### src/rtl/ram_bist.sv
// March-style RAM self-test: write pattern up, read up, write inverse down, read down.
// Drives a 1-cycle synchronous-read RAM and reports mismatch count, first failing address and pass.
module ram_bist #(
  parameter int DEPTH = 256,
  parameter int AWID  = 8,
  parameter int DWID  = 16
) (
  input  logic            clk,
  input  logic            rst_n,
  input  logic            start,
  input  logic [DWID-1:0] seed,
  output logic            busy,
  output logic            done,
  output logic            pass,
  output logic [AWID+1:0] err_cnt,
  output logic [AWID-1:0] first_err_addr,
  output logic            we,
  output logic [AWID-1:0] addr,
  output logic [DWID-1:0] din,
  input  logic [DWID-1:0] dout
);

  localparam logic [2:0] S_IDLE  = 3'd0;
  localparam logic [2:0] S_W0    = 3'd1;
  localparam logic [2:0] S_R1    = 3'd2;
  localparam logic [2:0] S_W1    = 3'd3;
  localparam logic [2:0] S_R2    = 3'd4;
  localparam logic [2:0] S_DRAIN = 3'd5;
  localparam logic [2:0] S_DONE  = 3'd6;

  logic [2:0]      state, state_next;
  logic [AWID-1:0] cnt, cnt_next, addr_next;
  logic [DWID-1:0] seed_q, seed_next, pat_next, din_next, pat_cur;
  logic            accept, last;
  logic            cmp_valid, mism;
  logic [DWID-1:0] cmp_exp;
  logic [AWID-1:0] cmp_addr;
  logic [AWID+1:0] err_next;

  assign accept = (state == S_IDLE) && start;
  assign last   = (cnt == AWID'(DEPTH - 1));

  always_comb begin
    state_next = state;
    cnt_next   = cnt;
    case (state)
      S_IDLE: begin
        if (start) begin
          state_next = S_W0;
          cnt_next   = '0;
        end
      end
      S_W0, S_R1, S_W1, S_R2: begin
        cnt_next = cnt + AWID'(1);
        if (last) begin
          cnt_next   = '0;
          state_next = state + 3'd1;
        end
      end
      S_DRAIN: state_next = S_DONE;
      default: state_next = S_IDLE;
    endcase
  end

  // Outputs are registered from next-state values so addr/din/we line up with the state they belong to.
  assign seed_next = accept ? seed : seed_q;

  always_comb begin
    addr_next = '0;
    case (state_next)
      S_W0, S_R1: addr_next = cnt_next;
      S_W1, S_R2: addr_next = ~cnt_next;
      default:    addr_next = '0;
    endcase
  end

  assign pat_next = seed_next ^ DWID'(addr_next);
  assign pat_cur  = seed_q ^ DWID'(addr);

  always_comb begin
    din_next = '0;
    if (state_next == S_W0) din_next = pat_next;
    else if (state_next == S_W1) din_next = ~pat_next;
  end

  // Read data arrives one cycle after the address, so the expectation is staged one cycle.
  assign mism     = cmp_valid && (dout != cmp_exp);
  assign err_next = err_cnt + {{(AWID+1){1'b0}}, mism};

  always_ff @(posedge clk or negedge rst_n) begin
    if (!rst_n) begin
      state          <= S_IDLE;
      cnt            <= '0;
      seed_q         <= '0;
      we             <= 1'b0;
      addr           <= '0;
      din            <= '0;
      busy           <= 1'b0;
      done           <= 1'b0;
      pass           <= 1'b0;
      err_cnt        <= '0;
      first_err_addr <= '0;
      cmp_valid      <= 1'b0;
      cmp_exp        <= '0;
      cmp_addr       <= '0;
    end else begin
      state     <= state_next;
      cnt       <= cnt_next;
      seed_q    <= seed_next;
      we        <= (state_next == S_W0) || (state_next == S_W1);
      addr      <= addr_next;
      din       <= din_next;
      busy      <= (state_next >= S_W0) && (state_next <= S_DRAIN);
      done      <= (state_next == S_DONE);
      cmp_valid <= (state == S_R1) || (state == S_R2);
      cmp_exp   <= (state == S_R1) ? pat_cur : ~pat_cur;
      cmp_addr  <= addr;
      if (accept) begin
        err_cnt        <= '0;
        first_err_addr <= '0;
        pass           <= 1'b0;
      end else begin
        err_cnt <= err_next;
        if (mism && (err_cnt == '0)) first_err_addr <= cmp_addr;
        if (state == S_DRAIN) pass <= (err_next == '0);
      end
    end
  end

endmodule

### config.mk
export PLATFORM = sky130hd
export DESIGN_NAME = ram_bist
export DESIGN_NICKNAME = d
export VERILOG_FILES = /design/src/rtl/ram_bist.sv
export SDC_FILE = /design/constraint.sdc
export NUM_CORES = 1
export LEC_CHECK = 0
export BUFFER_PORTS_ARGS = -buffer_cell sky130_fd_sc_hd__buf_2
export CORE_MARGIN = 5
export CORE_UTILIZATION = 58
export CTS_BUF_LIST = sky130_fd_sc_hd__clkbuf_4
export DETAILED_ROUTE_END_ITERATION = 16
export HOLD_SLACK_MARGIN = 0.05
export PLACE_DENSITY_LB_ADDON = 0.25
export SYNTH_ARGS = -nofsm -noshare
export SYNTH_HDL_FRONTEND = slang
export SYNTH_SLANG_ARGS = --single-unit
### constraint.sdc
create_clock -name clk -period 3.3 [get_ports clk]
set_input_delay 0.33 -clock clk [delete_from_list [all_inputs] [get_ports clk]]
set_output_delay 0.33 -clock clk [all_outputs]
set_load 0.1 [all_outputs]
==> impl_results.html, run 1 <==
<table>
<tr><th>Metric</th><th>Value</th></tr>
<tr><th colspan="2">Timing</th></tr>
<tr><td>Hold Violations, Final</td><td>0</td></tr>
<tr><td>Max-slew violation count</td><td>0</td></tr>
<tr><td>Final worst path period share</td><td>82.55%</td></tr>
<tr><td>Setup TNS after final layout</td><td>0 ns</td></tr>
<tr><td>Min cycle time layout</td><td>2.724 ns</td></tr>
<tr><td>Unrepaired setup endpoints after global routing</td><td>false</td></tr>
<tr><td>Worst Max-Slew Pin Slew</td><td>0.9220 ns</td></tr>
<tr><td>Number of endpoints failing setup at the final stage</td><td>0</td></tr>
<tr><td>Maximum clock skew at final layout</td><td>0.02287 ns</td></tr>
<tr><td>FMAX</td><td>0.3671 GHz</td></tr>
<tr><td>Normalized max-slew margin</td><td>38.39%</td></tr>
<tr><th colspan="2">Synthesis</th></tr>
<tr><td>Yosys warning count</td><td>0</td></tr>
<tr><td>Post-synthesis net count</td><td>457</td></tr>
<tr><td>Number of flops mapped to enable cells by yosys</td><td>0</td></tr>
<tr><td>Share of synthesized cell area in and, or, nand and nor gates</td><td>15.74%</td></tr>
<tr><td>Flip-flop and latch count after synthesis</td><td>98</td></tr>
<tr><td>Main synth FF type</td><td>dfrtp_1</td></tr>
<tr><td>Area share of xor/xnor cells in the synthesized design</td><td>12.72%</td></tr>
<tr><td>Unique cell type count in the Yosys netlist</td><td>50</td></tr>
<tr><td>Synthesized-area fraction occupied by ao, oa, aoi and oai cells</td><td>10.82%</td></tr>
<tr><td>Synth async-reset ratio</td><td>100.0%</td></tr>
<tr><td>Multiplexer share of the synthesized area</td><td>1.342%</td></tr>
<tr><td>Average footprint of a synthesized cell</td><td>10.81 um^2</td></tr>
<tr><td>Mapped Area</td><td>4477 um^2</td></tr>
<tr><td>Cells after Synth</td><td>414</td></tr>
<tr><td>Adder-Cell Fraction of Synth Area</td><td>2.236%</td></tr>
<tr><td>Sequential fraction of the synthesis area</td><td>54.78%</td></tr>
<tr><td>Main combinational cell family by area after synthesis</td><td>simple AND/OR/NAND/NOR gates</td></tr>
<tr><th colspan="2">Global routing</th></tr>
<tr><td>Pin count of the biggest net entering global routing</td><td>69</td></tr>
<tr><td>Total global-route track usage</td><td>21.20%</td></tr>
<tr><td>Wire length of the first global-routing pass</td><td>16.27 mm</td></tr>
<tr><td>Global-route congestion overflow total</td><td>0</td></tr>
<tr><td>Number of global-route vias before repair</td><td>3308</td></tr>
<tr><td>Met1 global-route usage</td><td>29.70%</td></tr>
<tr><td>M2 GR Usage</td><td>33.56%</td></tr>
<tr><td>Met3 demand-to-capacity share in global routing</td><td>4.786%</td></tr>
<tr><td>Number of antenna violations at the first check in global routing</td><td>0</td></tr>
<tr><td>GRT busiest layer</td><td>met2</td></tr>
<tr><th colspan="2">Floorplanning</th></tr>
<tr><td>Die outline area</td><td>9576 um^2</td></tr>
<tr><td>Standard cell core area</td><td>7607 um^2</td></tr>
<tr><td>Total number of placement rows</td><td>32</td></tr>
<tr><td>Starting density of the core</td><td>58.85%</td></tr>
<tr><td>Chip height</td><td>97.86 um</td></tr>
<tr><td>Die Span X</td><td>97.86 um</td></tr>
<tr><td>Number of primary I/O pins</td><td>81</td></tr>
<tr><th colspan="2">Critical path</th></tr>
<tr><td>CP Launch Type</td><td>register</td></tr>
<tr><td>Startpoint of the most critical register-to-register path</td><td>cmp_exp[10]</td></tr>
<tr><td>Crit path to</td><td>pass</td></tr>
<tr><td>Worst Path Class, Setup</td><td>register to register</td></tr>
<tr><td>First element of the critical path</td><td>cmp_exp[10]</td></tr>
<tr><td>Worst r2r path cells</td><td>13</td></tr>
<tr><td>Register-to-register setup slack</td><td>0.58 ns</td></tr>
<tr><td>CP arrival</td><td>3.07 ns</td></tr>
<tr><td>Nature of the critical path endpoint</td><td>register</td></tr>
<tr><td>Stages on worst setup path</td><td>13</td></tr>
<tr><td>Required time of the critical path</td><td>3.64 ns</td></tr>
<tr><td>Critical path's slowest cell</td><td>dfrtp_1</td></tr>
<tr><td>Cell chain of the critical path</td><td>xnor2_1 &gt; nand4_1 &gt; o41ai_1 &gt; buf_4 &gt; inv_1 &gt; ha_1 &gt; and3_1 &gt; nand3_1 &gt; nor2_1 &gt; xnor2_1 &gt; a31o_2 &gt; a32oi_1 &gt; nor2_1</td></tr>
<tr><td>Buf/Inv on CP</td><td>2</td></tr>
<tr><td>Delay of the slowest cell on the worst path</td><td>0.40 ns</td></tr>
<tr><td>CP delay by family, top</td><td>compound AO/OA/AOI/OAI gates</td></tr>
<tr><td>Endpoint of the lowest-slack register-to-register path</td><td>pass</td></tr>
<tr><td>Maximum fanout count along the critical path</td><td>5</td></tr>
<tr><th colspan="2">Placed design</th></tr>
<tr><td>Dpl hpwl</td><td>6.810 mm</td></tr>
<tr><td>Port Buffers</td><td>80</td></tr>
<tr><td>DP Area</td><td>4994 um^2</td></tr>
<tr><td>Routability congestion estimate from global placement</td><td>0.8258</td></tr>
<tr><th colspan="2">Clocking</th></tr>
<tr><td>Clock sinks</td><td>98</td></tr>
<tr><td>Number of levels in the clock H-tree</td><td>3</td></tr>
<tr><td>CTS tree</td><td>done</td></tr>
<tr><td>CTS root buffer</td><td>clkbuf_4</td></tr>
<tr><td>Number of hold buffers added after cts</td><td>1</td></tr>
<tr><td>Number of post-CTS setup repair buffers</td><td>0</td></tr>
<tr><td>Clock insertion delay at the later pin of the skew report</td><td>0.44 ns</td></tr>
<tr><td>Number of instances resized during post-cts repair</td><td>0</td></tr>
<tr><td>Clock-pin transition on the worst setup and hold timing paths</td><td>0.15 ns</td></tr>
<tr><td>TritonCTS buffer count</td><td>9</td></tr>
<tr><td>Clock Tree Buf Depth</td><td>2</td></tr>
<tr><th colspan="2">Detailed routing</th></tr>
<tr><td>Drc violations</td><td>0</td></tr>
<tr><td>1st-pass router iterations</td><td>4</td></tr>
<tr><td>Via count</td><td>3263</td></tr>
<tr><td>1st-iter DRT viols</td><td>190</td></tr>
<tr><td>Wire length per cell</td><td>15.80 um</td></tr>
<tr><td>Vias per inst</td><td>5.376</td></tr>
<tr><td>Final Routed Wirelength</td><td>9.591 mm</td></tr>
<tr><td>Post-route antenna net violation count</td><td>0</td></tr>
<tr><th colspan="2">Power and ir drop</th></tr>
<tr><td>Power after layout</td><td>2.053 mW</td></tr>
<tr><td>Power per Cell Area</td><td>395.5 nW/um^2</td></tr>
<tr><td>Peak supply drop</td><td>0.2302 mV</td></tr>
<tr><td>Lkg Pwr</td><td>2.408 nW</td></tr>
<tr><th colspan="2">Finish</th></tr>
<tr><td># nets final</td><td>543</td></tr>
<tr><td>Final Instance Area</td><td>5191 um^2</td></tr>
<tr><td># diodes</td><td>0</td></tr>
<tr><td>Ratio of cells with drive above 1 in the final layout</td><td>24.36%</td></tr>
<tr><td>Area added between synthesis and finish</td><td>15.96%</td></tr>
<tr><th colspan="2">Min path</th></tr>
<tr><td>Worst hold path class</td><td>primary input to register</td></tr>
<tr><th colspan="2">Outcome</th></tr>
<tr><td>Status</td><td>complete, no violations</td></tr>
<tr><th colspan="2">Job</th></tr>
<tr><td>Max-cap check violation count</td><td>0</td></tr>
</table>
## synth_stat cells (6+ instances only)
library cell | instances | area [um^2]
o22ai_1 | 6 | 37.54
a21oi_1 | 8 | 40.04
nor2_1 | 30 | 112.6
nor3_1 | 9 | 45.04
o21a_1 | 9 | 67.56
ha_1 | 8 | 100.1
inv_1 | 9 | 33.78
xnor2_1 | 53 | 464.2
xor2_1 | 12 | 105.1
o21ai_0 | 7 | 35.03
and2_1 | 11 | 68.82
a22o_1 | 8 | 70.07
nand4_1 | 7 | 43.79
nand3_1 | 15 | 75.07
mux2i_1 | 6 | 60.06
dfrtp_1 | 98 | 2452
nand2_1 | 61 | 229.0
## power by group
group	leakage [nW]	switching (mW)	internal (mW)
clock network	0.101	0.399	0.396
logic	1.15	0.0334	0.0238
registers	1.16	0	1.20
total	2.41	0.433	1.62
## area by class of cell
cell class | count | area (um^2)
sequential | 98 | 2452
fill | 585 | 2416
multi-input combinational | 292 | 1918
timing repair buffer | 87 | 457.9
tap | 102 | 127.6
clock inverter | 6 | 112.6
clock buffer | 10 | 75.07
inverter | 12 | 47.55
## registers in the layout (all words and copies together), names as in the netlist, 3 cells and up
signal,flops
first_err_addr,8
addr,8
seed_q,16
cnt,8
err_cnt,10
din,16
state,3
cmp_exp,16
cmp_addr,8
## through the flow
step	utilization [%]	std cells	hold WS, ns	setup WS, ns
after CTS	68.24	607	0.1116	0.5539
after global routing	68.24	607	0.1084	0.3134
after floorplan	-	414	0.03441	0.6105
after detailed placement	65.64	590	0.4157	0.5082
after global placement	65.64	590	0.4223	0.6337
final	68.24	607	0.1249	0.5759
## how the worst min path moves through the flow
| stage | from | to | slack (ns) | depth (start not counted) |
|---|---|---|---|---|
| 3_5_place_dp | addr[0] | cmp_addr[0] | 0.42 | 0 |
| 2_1_floorplan | rst_n | addr[0] | 0.03 | 0 |
| 4_1_cts | seed[9] | seed_q[9] | 0.11 | 3 |
| 6_report | seed[1] | seed_q[1] | 0.12 | 3 |
| 5_1_grt | seed[1] | seed_q[1] | 0.11 | 3 |
| 3_3_place_gp | addr[5] | cmp_addr[5] | 0.42 | 0 |
## cells by family (layout without fill, tap and decap cells)
family	after synthesis	count (layout)
AOI/OAI and AO/OA	63	63
xor gates and xnor gates	65	65
adders and majority gates	8	8
buffers and inverters	24	115
DFF	98	98
muxes	6	6
and+or+nand+nor	150	150
## worst register-to-register path: cells and delay by family, from the launching register on
family	cells	cell delay, ns
AO/OA/AOI/OAI	3	0.80
AND/OR/NAND/NOR	5	0.66
flip-flops	1	0.40
XOR/XNOR	2	0.33
buffers and inverters	2	0.24
adder cells (fa/ha/maj)	1	0.21
## per-layer routing
layer	up-vias	share of wire, %
li1	1576	-
met1	1577	46
met2	101	48
met3	9	5.7
met4	0	1.1
met5	-	0
## layout by cell type, fill, tap and decap left out, types with 3 or more instances in the layout
| cell | n |
|---|---|
| nor3_1 | 9 |
| ha_1 | 8 |
| nor2_2 | 3 |
| nor2_1 | 30 |
| o21a_1 | 9 |
| nor4_1 | 4 |
| nand3_1 | 15 |
| o21ai_2 | 3 |
| buf_2 | 79 |
| dfrtp_1 | 98 |
| mux2i_1 | 6 |
| a22o_1 | 8 |
| clkbuf_4 | 10 |
| xnor2_1 | 53 |
| and3_1 | 4 |
| o22ai_1 | 6 |
| nand4_1 | 7 |
| inv_1 | 9 |
| bufinv_16 | 3 |
| buf_4 | 7 |
| and2_1 | 11 |
| o21ai_0 | 7 |
| nand2_1 | 61 |
| xor2_1 | 12 |
| a21oi_1 | 8 |
Note: power is estimated with default switching activity, not from simulation.
==> run 2: changes to the inputs <==
- CORE_UTILIZATION: 58 -> 52
- clock period: 3.3 -> 2.2 ns (I/O delays scaled with it)
==> impl_results.html, run 2 (same netlist as run 1, synthesis figures left out) <==
<table>
<tr><th>Metric</th><th>Value</th></tr>
<tr><th colspan="2">Critical path</th></tr>
<tr><td>Delay of the slowest cell on the worst path</td><td>0.44 ns</td></tr>
<tr><td>Required time of the critical path</td><td>2.55 ns</td></tr>
<tr><td>Cell chain of the critical path</td><td>xnor2_1 &gt; nand4_1 &gt; o41ai_4 &gt; inv_1 &gt; ha_4 &gt; ha_2 &gt; nand3_1 &gt; o21ai_0 &gt; a21oi_2 &gt; nor4_2 &gt; a32oi_1 &gt; nor2_1</td></tr>
<tr><td>Nature of the critical path endpoint</td><td>register</td></tr>
<tr><td>CP Launch Type</td><td>register</td></tr>
<tr><td>Critical path's slowest cell</td><td>o41ai_4</td></tr>
<tr><td>Maximum fanout count along the critical path</td><td>6</td></tr>
<tr><td>CP arrival</td><td>2.87 ns</td></tr>
<tr><td>CP delay by family, top</td><td>compound AO/OA/AOI/OAI gates</td></tr>
<tr><td>Startpoint of the most critical register-to-register path</td><td>cmp_exp[10]</td></tr>
<tr><td>Stages on worst setup path</td><td>12</td></tr>
<tr><td>First element of the critical path</td><td>cmp_exp[10]</td></tr>
<tr><td>Buf/Inv on CP</td><td>1</td></tr>
<tr><td>Worst Path Class, Setup</td><td>register to register</td></tr>
<tr><td>Worst r2r path cells</td><td>12</td></tr>
<tr><th colspan="2">Timing</th></tr>
<tr><td>Unrepaired setup endpoints after global routing</td><td>true</td></tr>
<tr><td>Final worst path period share</td><td>114.7%</td></tr>
<tr><td>Normalized max-slew margin</td><td>43.89%</td></tr>
<tr><td>Number of endpoints failing setup at the final stage</td><td>19</td></tr>
<tr><td>Final critical-path setup slack</td><td>-0.3226 ns</td></tr>
<tr><td>Min cycle time layout</td><td>2.523 ns</td></tr>
<tr><td>Worst Max-Slew Pin Slew</td><td>0.8352 ns</td></tr>
<tr><td>Worst hold margin</td><td>0.2495 ns</td></tr>
<tr><td>FMAX</td><td>0.3964 GHz</td></tr>
<tr><td>Maximum clock skew at final layout</td><td>0.02577 ns</td></tr>
<tr><td>Hold Violations, Final</td><td>0</td></tr>
<tr><td>Setup TNS after final layout</td><td>-1.501 ns</td></tr>
<tr><td>Max-slew violation count</td><td>0</td></tr>
<tr><th colspan="2">Power and ir drop</th></tr>
<tr><td>Power after layout</td><td>2.918 mW</td></tr>
<tr><td>Peak supply drop</td><td>0.3051 mV</td></tr>
<tr><td>Power per Cell Area</td><td>487.0 nW/um^2</td></tr>
<tr><td>Lkg Pwr</td><td>2.727 nW</td></tr>
<tr><th colspan="2">Floorplanning</th></tr>
<tr><td>Die Span X</td><td>102.8 um</td></tr>
<tr><td>Total number of placement rows</td><td>33</td></tr>
<tr><td>Number of primary I/O pins</td><td>81</td></tr>
<tr><td>Standard cell core area</td><td>8299 um^2</td></tr>
<tr><td>Chip height</td><td>102.8 um</td></tr>
<tr><td>Starting density of the core</td><td>53.94%</td></tr>
<tr><td>Die outline area</td><td>10560 um^2</td></tr>
<tr><th colspan="2">Finish</th></tr>
<tr><td># nets final</td><td>612</td></tr>
<tr><td>Registers with the highest flip-flop counts</td><td>cmp_exp (16), din (16), seed_q (16)</td></tr>
<tr><td>Highest-count cells in the layout ignoring fill and taps</td><td>96 x dfrtp_1, 79 x buf_2, 59 x nand2_1</td></tr>
<tr><td># diodes</td><td>0</td></tr>
<tr><td>Commonest non-fill, non-tap cell in the layout</td><td>dfrtp_1</td></tr>
<tr><td>Final cell utilization of the core</td><td>72.21%</td></tr>
<tr><td>Final non-filler cell total</td><td>679</td></tr>
<tr><td>Ratio of cells with drive above 1 in the final layout</td><td>36.41%</td></tr>
<tr><td>Area added between synthesis and finish</td><td>33.87%</td></tr>
<tr><td>Final Instance Area</td><td>5993 um^2</td></tr>
<tr><th colspan="2">Detailed routing</th></tr>
<tr><td>Via count</td><td>3590</td></tr>
<tr><td>1st-iter DRT viols</td><td>183</td></tr>
<tr><td>Wire length per cell</td><td>16.41 um</td></tr>
<tr><td>Post-route antenna net violation count</td><td>0</td></tr>
<tr><td>1st-pass router iterations</td><td>4</td></tr>
<tr><td>Drc violations</td><td>0</td></tr>
<tr><td>Vias per inst</td><td>5.287</td></tr>
<tr><td>Final Routed Wirelength</td><td>11.14 mm</td></tr>
<tr><th colspan="2">Clocking</th></tr>
<tr><td>Clock insertion delay at the later pin of the skew report</td><td>0.45 ns</td></tr>
<tr><td>Clock-pin transition on the worst setup and hold timing paths</td><td>0.16 ns</td></tr>
<tr><td>CTS root buffer</td><td>clkbuf_4</td></tr>
<tr><td>Clock sinks</td><td>98</td></tr>
<tr><td>CTS tree</td><td>done</td></tr>
<tr><td>Clock Tree Buf Depth</td><td>2</td></tr>
<tr><td>Number of levels in the clock H-tree</td><td>3</td></tr>
<tr><td>TritonCTS buffer count</td><td>9</td></tr>
<tr><th colspan="2">Global routing</th></tr>
<tr><td>Global-route congestion overflow total</td><td>0</td></tr>
<tr><td>Met3 demand-to-capacity share in global routing</td><td>4.398%</td></tr>
<tr><td>GRT busiest layer</td><td>met2</td></tr>
<tr><td>Number of global-route vias before repair</td><td>3472</td></tr>
<tr><td>Total global-route track usage</td><td>20.88%</td></tr>
<tr><td>Met1 global-route usage</td><td>28.06%</td></tr>
<tr><td>Wire length of the first global-routing pass</td><td>16.98 mm</td></tr>
<tr><td>Number of antenna violations at the first check in global routing</td><td>0</td></tr>
<tr><td>M2 GR Usage</td><td>34.26%</td></tr>
<tr><td>Pin count of the biggest net entering global routing</td><td>49</td></tr>
<tr><th colspan="2">Min path</th></tr>
<tr><td>Worst hold path class</td><td>primary input to asynchronous set/reset pin</td></tr>
<tr><th colspan="2">Placed design</th></tr>
<tr><td>Port Buffers</td><td>80</td></tr>
<tr><td>Routability congestion estimate from global placement</td><td>0.8073</td></tr>
<tr><td>Number of cells after detailed placement</td><td>626</td></tr>
<tr><td>Dpl hpwl</td><td>7.465 mm</td></tr>
<tr><td>Setup Slack @ Placement</td><td>-0.2501 ns</td></tr>
<tr><td>DP Area</td><td>5288 um^2</td></tr>
<tr><th colspan="2">Job</th></tr>
<tr><td>Max-cap check violation count</td><td>0</td></tr>
<tr><th colspan="2">Outcome</th></tr>
<tr><td>Status</td><td>finished with violations</td></tr>
<tr><td>Failing checks</td><td>negative setup slack</td></tr>
</table>
## run 2: area by class of cell
type                    instances  area [um^2]
multi-input cells             292         2157
repair buffers                156         1047
well taps                     105        131.4
flip-flops and latches         98         2455
inverters                      12        53.80
fillers                       542         2306
clock inverters                 6        73.82
clock buffers                  10        75.07
## run 2: final timing paths
| path | end | slack (ns) |
|---|---|---|
| max in group asynchronous | cmp_exp[4] | 1.35 |
| min in group clk | err_cnt[1] | 0.36 |
| min reg2reg | cmp_addr[2] | 0.46 |
| max | pass | -0.32 |
| max reg2reg | pass | -0.32 |
| min | err_cnt[5] | 0.25 |
## run 2: what timing repair did
action,4_1_cts,5_1_grt
setup endpoints to repair,27,43
pin swaps,4,9
gates cloned,0,0
endpoints found under the hold margin,49,0
setup buffers,5,15
resized for setup,14,32
hold buffers,17,0
## run 2: worst register-to-register path, stage by stage, from the launching register on
cell and delay (ns):
dfrtp_1 0.41, xnor2_1 0.15, nand4_1 0.18, o41ai_4 0.44, inv_1 0.13, ha_4 0.18
ha_2 0.20, nand3_1 0.10, o21ai_0 0.12, a21oi_2 0.21, nor4_2 0.06, a32oi_1 0.19
nor2_1 0.06
## run 2: routing by layer
metal,up-vias,share of wire [%],wire length (um)
met5,-,0,0
met4,0,1.4,161
met3,17,5.5,609
met2,121,50,5604
met1,1740,43,4768
li1,1712,-,-
## run 2: power by group
part	switching (mW)	internal [mW]	leakage, nW
Sequential	0	1.80	1.16
Clock	0.629	0.374	0.0751
Combinational	0.0573	0.0567	1.50
Total	0.686	2.23	2.73
